[src/rtl/mem_arbiter.sv]
// Byte-wide RAM/IO bus sequencer shared by the instruction fetch and load/store paths.
// Optional `MEMARB_RR_EN selects round-robin tie-breaking; default is fixed LS priority.
module mem_arbiter #(
    parameter int         ADDR_W = 32,
    parameter logic [1:0] IO_HI  = 2'b11
) (
    input  logic              clk_in,
    input  logic              rst_in,
    input  logic              rdy_in,
    input  logic              rob_clear,
    input  logic              if_req,
    input  logic [ADDR_W-1:0] if_addr,
    output logic              if_done,
    output logic [31:0]       if_data,
    input  logic              ls_req,
    input  logic              ls_we,
    input  logic [1:0]        ls_size,
    input  logic [ADDR_W-1:0] ls_addr,
    input  logic [31:0]       ls_wdata,
    output logic              ls_done,
    output logic [31:0]       ls_rdata,
    output logic              busy,
    input  logic [7:0]        mem_din,
    output logic [7:0]        mem_dout,
    output logic [ADDR_W-1:0] mem_a,
    output logic              mem_wr,
    input  logic              io_buffer_full
);

    typedef enum logic [1:0] {IDLE, RD, WR, IOWAIT} state_t;

    state_t state, next;

    logic              own_ls;
    logic [2:0]        n_q;
    logic [2:0]        icnt;
    logic [2:0]        ccnt;
    logic              issued;
    logic              pend;
    logic              rdy_q;
    logic              wr_q;
    logic [ADDR_W-1:0] addr_q;
    logic [31:0]       wdata_q;
    logic [31:0]       rbuf;

    logic              pick_ls;
    logic              grant;
    logic              g_store;
    logic              g_wait;
    logic [ADDR_W-1:0] g_addr;
    logic [2:0]        g_n;
    logic              cap;
    logic              last_cap;
    logic [31:0]       rbuf_nx;

    function automatic logic [2:0] beats_of(input logic [1:0] size);
        case (size)
            2'd0:    beats_of = 3'd1;
            2'd1:    beats_of = 3'd2;
            default: beats_of = 3'd4;
        endcase
    endfunction

    function automatic logic [7:0] byte_of(input logic [31:0] w, input logic [1:0] idx);
        byte_of = w[8*idx +: 8];
    endfunction

    function automatic logic [31:0] put_byte(input logic [31:0] w, input logic [1:0] idx,
                                             input logic [7:0] b);
        put_byte = w;
        put_byte[8*idx +: 8] = b;
    endfunction

`ifdef MEMARB_RR_EN
    logic rr_ls;

    assign pick_ls = ls_req && (!if_req || rr_ls);

    // Priority passes to the requester that was not just granted.
    always_ff @(posedge clk_in or posedge rst_in) begin
        if (rst_in)
            rr_ls <= 1'b1;
        else if (rdy_in && grant)
            rr_ls <= !pick_ls;
    end
`else
    assign pick_ls = ls_req;
`endif

    assign busy   = (state != IDLE);
    assign mem_wr = wr_q & rdy_in;

    always_comb begin
        grant    = (state == IDLE) && !rob_clear && !if_done && !ls_done && (if_req || ls_req);
        g_addr   = pick_ls ? ls_addr : if_addr;
        g_n      = pick_ls ? beats_of(ls_size) : 3'd4;
        g_store  = pick_ls && ls_we;
        g_wait   = g_store && (ls_addr[17:16] == IO_HI) && io_buffer_full;
        // mem_din is only trusted when the previous cycle was not frozen.
        cap      = (state == RD) && rdy_q && pend && !rob_clear;
        last_cap = cap && ((ccnt + 3'd1) == n_q);
        rbuf_nx  = put_byte(rbuf, ccnt[1:0], mem_din);
    end

    always_comb begin
        next = state;
        case (state)
            IDLE:    if (grant) next = g_store ? (g_wait ? IOWAIT : WR) : RD;
            RD:      if (rob_clear || last_cap) next = IDLE;
            WR:      if (icnt == n_q) next = IDLE;
            IOWAIT:  if (!io_buffer_full) next = WR;
            default: next = IDLE;
        endcase
    end

    always_ff @(posedge clk_in or posedge rst_in) begin
        if (rst_in)
            state <= IDLE;
        else if (rdy_in)
            state <= next;
    end

    always_ff @(posedge clk_in or posedge rst_in) begin
        if (rst_in) begin
            own_ls   <= 1'b0;
            n_q      <= 3'd0;
            icnt     <= 3'd0;
            ccnt     <= 3'd0;
            issued   <= 1'b0;
            pend     <= 1'b0;
            rdy_q    <= 1'b0;
            wr_q     <= 1'b0;
            if_done  <= 1'b0;
            ls_done  <= 1'b0;
            if_data  <= '0;
            ls_rdata <= '0;
            mem_a    <= '0;
            mem_dout <= '0;
        end else begin
            rdy_q <= rdy_in;
            if (rdy_in) begin
                if_done <= 1'b0;
                ls_done <= 1'b0;
                case (state)
                    IDLE: begin
                        if (grant) begin
                            own_ls <= pick_ls;
                            n_q    <= g_n;
                            ccnt   <= 3'd0;
                            pend   <= 1'b0;
                            icnt   <= 3'd0;
                            if (!g_store) begin
                                mem_a  <= g_addr;
                                issued <= 1'b1;
                                icnt   <= 3'd1;
                            end else if (!g_wait) begin
                                mem_a    <= g_addr;
                                mem_dout <= ls_wdata[7:0];
                                wr_q     <= 1'b1;
                                icnt     <= 3'd1;
                            end
                        end
                    end
                    RD: begin
                        if (rob_clear) begin
                            issued <= 1'b0;
                            pend   <= 1'b0;
                        end else if (!rdy_q) begin
                            // Resuming from a freeze: restart from the first uncaptured byte.
                            mem_a  <= addr_q + ADDR_W'(ccnt);
                            icnt   <= ccnt + 3'd1;
                            issued <= 1'b1;
                            pend   <= 1'b0;
                        end else begin
                            if (cap) begin
                                ccnt <= ccnt + 3'd1;
                                if (last_cap) begin
                                    if (own_ls) begin
                                        ls_rdata <= rbuf_nx;
                                        ls_done  <= 1'b1;
                                    end else begin
                                        if_data <= rbuf_nx;
                                        if_done <= 1'b1;
                                    end
                                end
                            end
                            pend <= issued;
                            if (issued) begin
                                if (icnt < n_q) begin
                                    mem_a <= addr_q + ADDR_W'(icnt);
                                    icnt  <= icnt + 3'd1;
                                end else begin
                                    issued <= 1'b0;
                                end
                            end
                        end
                    end
                    WR: begin
                        if (icnt == n_q) begin
                            wr_q     <= 1'b0;
                            mem_dout <= 8'd0;
                            ls_done  <= 1'b1;
                        end else begin
                            mem_a    <= addr_q + ADDR_W'(icnt);
                            mem_dout <= byte_of(wdata_q, icnt[1:0]);
                            icnt     <= icnt + 3'd1;
                        end
                    end
                    IOWAIT: begin
                        if (!io_buffer_full) begin
                            mem_a    <= addr_q;
                            mem_dout <= wdata_q[7:0];
                            wr_q     <= 1'b1;
                            icnt     <= 3'd1;
                        end
                    end
                    default: ;
                endcase
            end
        end
    end

    // Request payload and read assembly carry no reset; they are rewritten at every grant.
    always_ff @(posedge clk_in) begin
        if (rdy_in) begin
            if (grant) begin
                addr_q  <= g_addr;
                wdata_q <= ls_wdata;
                rbuf    <= '0;
            end else if (cap) begin
                rbuf <= rbuf_nx;
            end
        end
    end

endmodule
[config.mk]
export PLATFORM = sky130hd
export DESIGN_NAME = mem_arbiter
export DESIGN_NICKNAME = d
export VERILOG_FILES = /design/src/rtl/mem_arbiter.sv
export SDC_FILE = /design/constraint.sdc
export NUM_CORES = 1
export LEC_CHECK = 0
export ABC_AREA = 1
export CORE_MARGIN = 3
export CORE_UTILIZATION = 47
export CTS_CLUSTER_DIAMETER = 120
export DETAILED_ROUTE_END_ITERATION = 6
export GPL_TIMING_DRIVEN = 1
export PLACE_DENSITY = 0.76
export SLEW_MARGIN = 20
export SYNTH_ARGS = -nofsm -noshare
export SYNTH_HDL_FRONTEND = slang
export SYNTH_SLANG_ARGS = --single-unit
[constraint.sdc]
create_clock -name clk_in -period 6.3 [get_ports clk_in]
set_input_delay 1.26 -clock clk_in [delete_from_list [all_inputs] [get_ports clk_in]]
set_output_delay 1.26 -clock clk_in [all_outputs]
set_load 0.05 [all_outputs]
==> results of run 1 <==
final cells by class:
cell class / instances / area share, %
flip-flops and latches: 218 / 40.5
multi-input cells: 996 / 32.4
repair buffers: 230 / 15.5
clock buffers: 35 / 4.79
inverters: 132 / 3.41
well taps: 319 / 2.72
clock inverters: 11 / 0.648
critical path, cell delays in order:
cell,delay (ns)
clkdlybuf4s50_1,0.45
buf_4,0.38
nor2_1,0.09
nand3b_1,0.54
nand2_1,0.29
nand3_2,0.13
nor3_2,0.60
inv_2,0.53
nor2_1,0.23
a21oi_1,0.10
through the flow:
stage	hold WS [ns]	power, uW	worst slack, ns
finish	0.480	5650	2.09
detailed placement	0.472	4240	1.61
global placement	0.466	4190	1.71
global route	0.498	5980	1.75
floorplan	0.471	3480	1.10
CTS	0.485	5670	2.09
cell usage in the layout, fill, tap and decap left out, drive strengths merged, types with 3 or more instances in the layout:
| cell type | n |
|---|---|
| nand2 | 408 |
| clkdlybuf4s50 | 221 |
| nor2 | 161 |
| o21ai | 129 |
| inv | 128 |
| dfrtp | 122 |
| nand3 | 108 |
| edfxtp | 96 |
| clkbuf | 35 |
| a21oi | 34 |
| a22oi | 24 |
| o22ai | 22 |
| ha | 21 |
| or2 | 18 |
| clkinv | 14 |
| nand4 | 13 |
| o211ai | 10 |
| a31oi | 10 |
| nor3 | 10 |
| buf | 9 |
| o21a | 8 |
| xor2 | 4 |
| nand3b | 3 |
| o221ai | 3 |
| xnor2 | 3 |
state kept, by name, summed over array words and instances, names as in the netlist:
| register | cells |
|---|---|
| mem_dout | 8 |
| mem_a | 32 |
| if_done | 1 |
| ccnt | 3 |
| ls_rdata | 32 |
| icnt | 3 |
| own_ls | 1 |
| ls_done | 1 |
| wr_q | 1 |
| pend | 1 |
| wdata_q | 32 |
| if_data | 32 |
| addr_q | 32 |
| rbuf | 32 |
| state | 2 |
| n_q | 3 |
| rdy_q | 1 |
| issued | 1 |
per-layer routing:
metal / up-vias / global-route usage [%] / routed length [um]
met2: 410 / 43.8 / 16300
met5: - / 0 / 0
met4: 0 / 8.92 / 1200
li1: 5061 / - / -
met1: 4919 / 34.0 / 14100
met3: 81 / 6.38 / 3050
cell families (layout without fill, tap and decap cells):
family          count (synthesis)  in the layout  share of synthesized area [%]
compound gates                245            245                           12.2
xor+xnor                        7              7                          0.537
fa+ha+maj                      23             23                           2.65
buf+inv                       183            408                           6.37
flops                         218            218                           52.0
simple gates                  721            721                           26.2
report_power, final:
part	switching [uW]	internal, uW
sequential	175	1740
combinational	1570	743
clock	595	823
total	2340	3310
worst paths after layout:
path | start | end | slack, ns | depth (start not counted)
worst max-delay path | ls_req | mem_a[6]$_DFFE_PP0P_ | 2.09 | 10
worst min-delay path | mem_a[11]$_DFFE_PP0P_ | mem_a[11]$_DFFE_PP0P_ | 0.48 | 2
worst max register to register | icnt[0]$_DFFE_PP0P_ | mem_a[6]$_DFFE_PP0P_ | 2.56 | 10
worst min register to register | mem_a[11]$_DFFE_PP0P_ | mem_a[11]$_DFFE_PP0P_ | 0.48 | 2
max in group asynchronous | rst_in | if_data[26]$_DFFE_PP0P_ | 3.97 | 3
min in group asynchronous | rst_in | mem_a[22]$_DFFE_PP0P_ | 1.24 | 2
==> flow_summary.ini, run 1 <==
[finish]
fill_cells = 2075
drive_gt1_share_pct = 4.69
n_antenna_cell = 0
fin_util_pct = 62.0
design_area_um2 = 14700
multi_input_area_um2 = 4760
syn2layout_area_growth_pct = 28.6
final_cells = 1941
nNetsFinal = 1740
seqCellArea_um2 = 5940

[synth]
ys_seq_area_share_pct = 52.0
synth_area_um2 = 11400
yosysTopAreaCell = dfrtp_1
synth-edff-count = 96
synth_common_cells = nand2_1, nor2_1, dfrtp_1, inv_1, nand3_1
syn_inst = 1397
ys.flop_type = dfrtp_1
synth_top_area_share_pct = 26.8
ys_ff_latch = 218
synth_warnings = 0
async_flop_share_pct = 56.0
synth_most_common_cell = nand2_1
synth_area_leaders = dfrtp_1, edfxtp_1, nand2_1
synth.avg_cell_area_um2 = 8.17
synth_cell_types = 39
synth_nets = 1534

[drt]
viasPerCell = 5.39
vias = 10500
drtIter0Drc = 873
drc = 0
drtPass1Iterations = 6
avgRoutedWirePerCell_um = 17.9
drtAntennaViolNets = 0
wirelength_um = 34700

[global_route]
track_usage_pct = 26.4
antenna_found_initial = 0
grt_max_degree = 77
grt_pass1_wl_um = 55800
grt_pass1_vias = 10400
grt_overflow = 0

[placement]
hpwl_um = 24700
portBuffers = 221
placed_cell_area_um2 = 13900
gp_congestion = 0.898
dpl.cell_count = 1895

[critical_path]
startpoint_type = primary input
worstPathArrival_ns = 4.63
cp_max_fo = 44
crit_path_end_kind = flip-flop
crit_required_ns = 6.71
path_class = in2reg

[clock_tree]
clock_sinks = 218
cts_tree = built
insertion_delay_ns = 0.54
clkTransAtPathRegs_ns = 0.06
numCtsBuffers = 25
h-tree-depth = 1
clock_path_buffers = 3
clock-root-buffer = clkbuf_16
post_cts_resize_count = 0
cts_setup_buffers = 0
holdBufCountCts = 0

[sta]
skew_ns = 0.00945
tns_ns = 0
maxSlewViolCount = 0
hold_viol = 0
fmax_ghz = 0.237
timing.final.crit_share_pct = 66.9
rsz0062_at_grt = no
setup-violations-final = 0
slew-limit-headroom_pct = 31.8
period_needed_ns = 4.21
worst_pin_slew_ns = 1.02

[floorplanning]
fp.dieW_um = 162
die_area_um2 = 26200
die_h_um = 162
io_pins = 222
core-area_um2 = 23700
rows = 56
initial_core_util_pct = 48.2

[power_and_ir_drop]
p_leak_uw = 0.00638
ir_drop_v = 0.000226
powerDensity_nw_per_um2 = 385

[job]
cap_violations = 0

[status]
status = complete, no violations

[worst_hold_path]
hold_class = reg2reg
No activity file was read; power rests on OpenSTA's default activity.
==> inputs of run 2 (changes only) <==
==> constraint.sdc (replaced) <==
create_clock -name clk_in -period 4.1 [get_ports clk_in]
set_input_delay 0.82 -clock clk_in [delete_from_list [all_inputs] [get_ports clk_in]]
set_output_delay 0.82 -clock clk_in [all_outputs]
set_load 0.05 [all_outputs]
==> run 2 against run 1 <==
  * Register-to-register slack lost 1.6 ns
  * Cell count grew 0.41%
  * Largest power group unchanged
  * Core utilization grew 0.32 points
  * Highest routed layer unchanged
==> flow_summary.ini, run 2 (synthesized netlist as in run 1, its figures left out) <==
[status]
status = complete, no violations

[clock_tree]
holdBufCountCts = 0
h-tree-depth = 1
clock_sinks = 218
clkTransAtPathRegs_ns = 0.06
clock-root-buffer = clkbuf_16
clock_path_buffers = 3
insertion_delay_ns = 0.54
cts_tree = built
cts_setup_buffers = 0
post_cts_resize_count = 0
numCtsBuffers = 24

[global_route]
grt_overflow = 0
grt_pass1_vias = 10400
track_usage_pct = 26.4
antenna_found_initial = 0
grt_max_degree = 69
grt_pass1_wl_um = 55900

[finish]
nNetsFinal = 1749
final_cells = 1949
final_cell_mix = nand2_1, clkdlybuf4s50_1, nor2_1
final_common_cell = nand2_1
drive_gt1_share_pct = 5.28
n_antenna_cell = 0
syn2layout_area_growth_pct = 29.3

[floorplanning]
rows = 56
core-area_um2 = 23700
die_area_um2 = 26200
die_h_um = 162
initial_core_util_pct = 48.2
fp.dieW_um = 162
io_pins = 222

[critical_path]
critPathMostFrequentCell = clkdlybuf4s50_1
worstPathCellList = clkdlybuf4s50_1, buf_4, nand2_1, inv_1, clkdlybuf4s50_1
worstPathArrival_ns = 2.40
crit_required_ns = 3.28
slowest_stage = clkdlybuf4s50_1
crit_path_end_kind = output port
startpoint_type = primary input
slowest_delay_ns = 0.82
cp_max_fo = 7
path_class = in2out

[job]
cap_violations = 0

[drt]
vias = 10600
drtPass1Iterations = 7
drtAntennaViolNets = 0
viasPerCell = 5.41
drc = 0
avgRoutedWirePerCell_um = 18.0
wirelength_um = 35000
drtIter0Drc = 933

[sta]
tns_ns = 0
maxSlewViolCount = 0
timing.final.crit_share_pct = 78.6
setup-violations-final = 0
period_needed_ns = 3.22
slew-limit-headroom_pct = 34.8
worst_pin_slew_ns = 0.977
skew_ns = 0.0142
worst_hold_slack_ns = 0.479
fmax_ghz = 0.310
rsz0062_at_grt = no
hold_viol = 0

[worst_hold_path]
hold_class = reg2reg

[power_and_ir_drop]
p_leak_uw = 0.00641
ir_drop_v = 0.000372
powerDensity_nw_per_um2 = 587

[placement]
hpwl_um = 25100
portBuffers = 221
gp_congestion = 0.943
dpl.cell_count = 1905
-- run 2: final timing paths --
path,start,endpoint,slack (ns),cells after the start
min,mem_a[7]$_DFFE_PP0P_,mem_a[7]$_DFFE_PP0P_,0.48,2
max,rdy_in,mem_wr,0.88,5
min in group asynchronous,rst_in,mem_a[20]$_DFFE_PP0P_,0.84,2
max in group asynchronous,rst_in,ls_rdata[3]$_DFFE_PP0P_,2.43,3
max reg2reg,icnt[0]$_DFFE_PP0P_,mem_a[15]$_DFFE_PP0P_,0.98,11
min reg2reg,mem_a[7]$_DFFE_PP0P_,mem_a[7]$_DFFE_PP0P_,0.48,2
-- run 2: critical path, delay by kind of cell --
kind                   cells  cell delay [ns]
buffers and inverters      4             1.51
and+or+nand+nor            1             0.07
-- run 2: area by class of cell --
type	count	area (um2)
fillers	2058	8930
flip-flops and latches	218	5940
multi-input cells	996	4770
repair buffers	240	2370
clock buffers	31	657
inverters	132	498
well taps	319	399
clock inverters	13	125
-- run 2: per-stage QoR --
stage          util (%)  total power (uW)  instance area, um2  setup WS [ns]
2_1_floorplan         -              5340               11400         0.0375
4_1_cts            62.3              8680               14700          0.865
6_report           62.3              8650               14700          0.876
3_5_place_dp       59.0              6550               14000          0.872
3_3_place_gp       59.0              6480               14000          0.887
5_1_grt            62.3              9160               14700          0.726
-- run 2: power by group --
| part | internal (uW) | switching, uW | leakage (uW) | total [uW] |
|---|---|---|---|---|
| clock | 1200 | 903 | 0.000369 | 2110 |
| sequential | 2680 | 246 | 0.00248 | 2920 |
| combinational | 1180 | 2450 | 0.00356 | 3620 |
-- run 2: per-layer routing --
layer  global-route usage [%]  vias up  wire (um)
met3                     5.38       57       2780
met1                     34.0     5011      14100
li1                         -     5080          -
met5                        0        -          0
met2                     46.6      404      17400
met4                     5.31        0        728
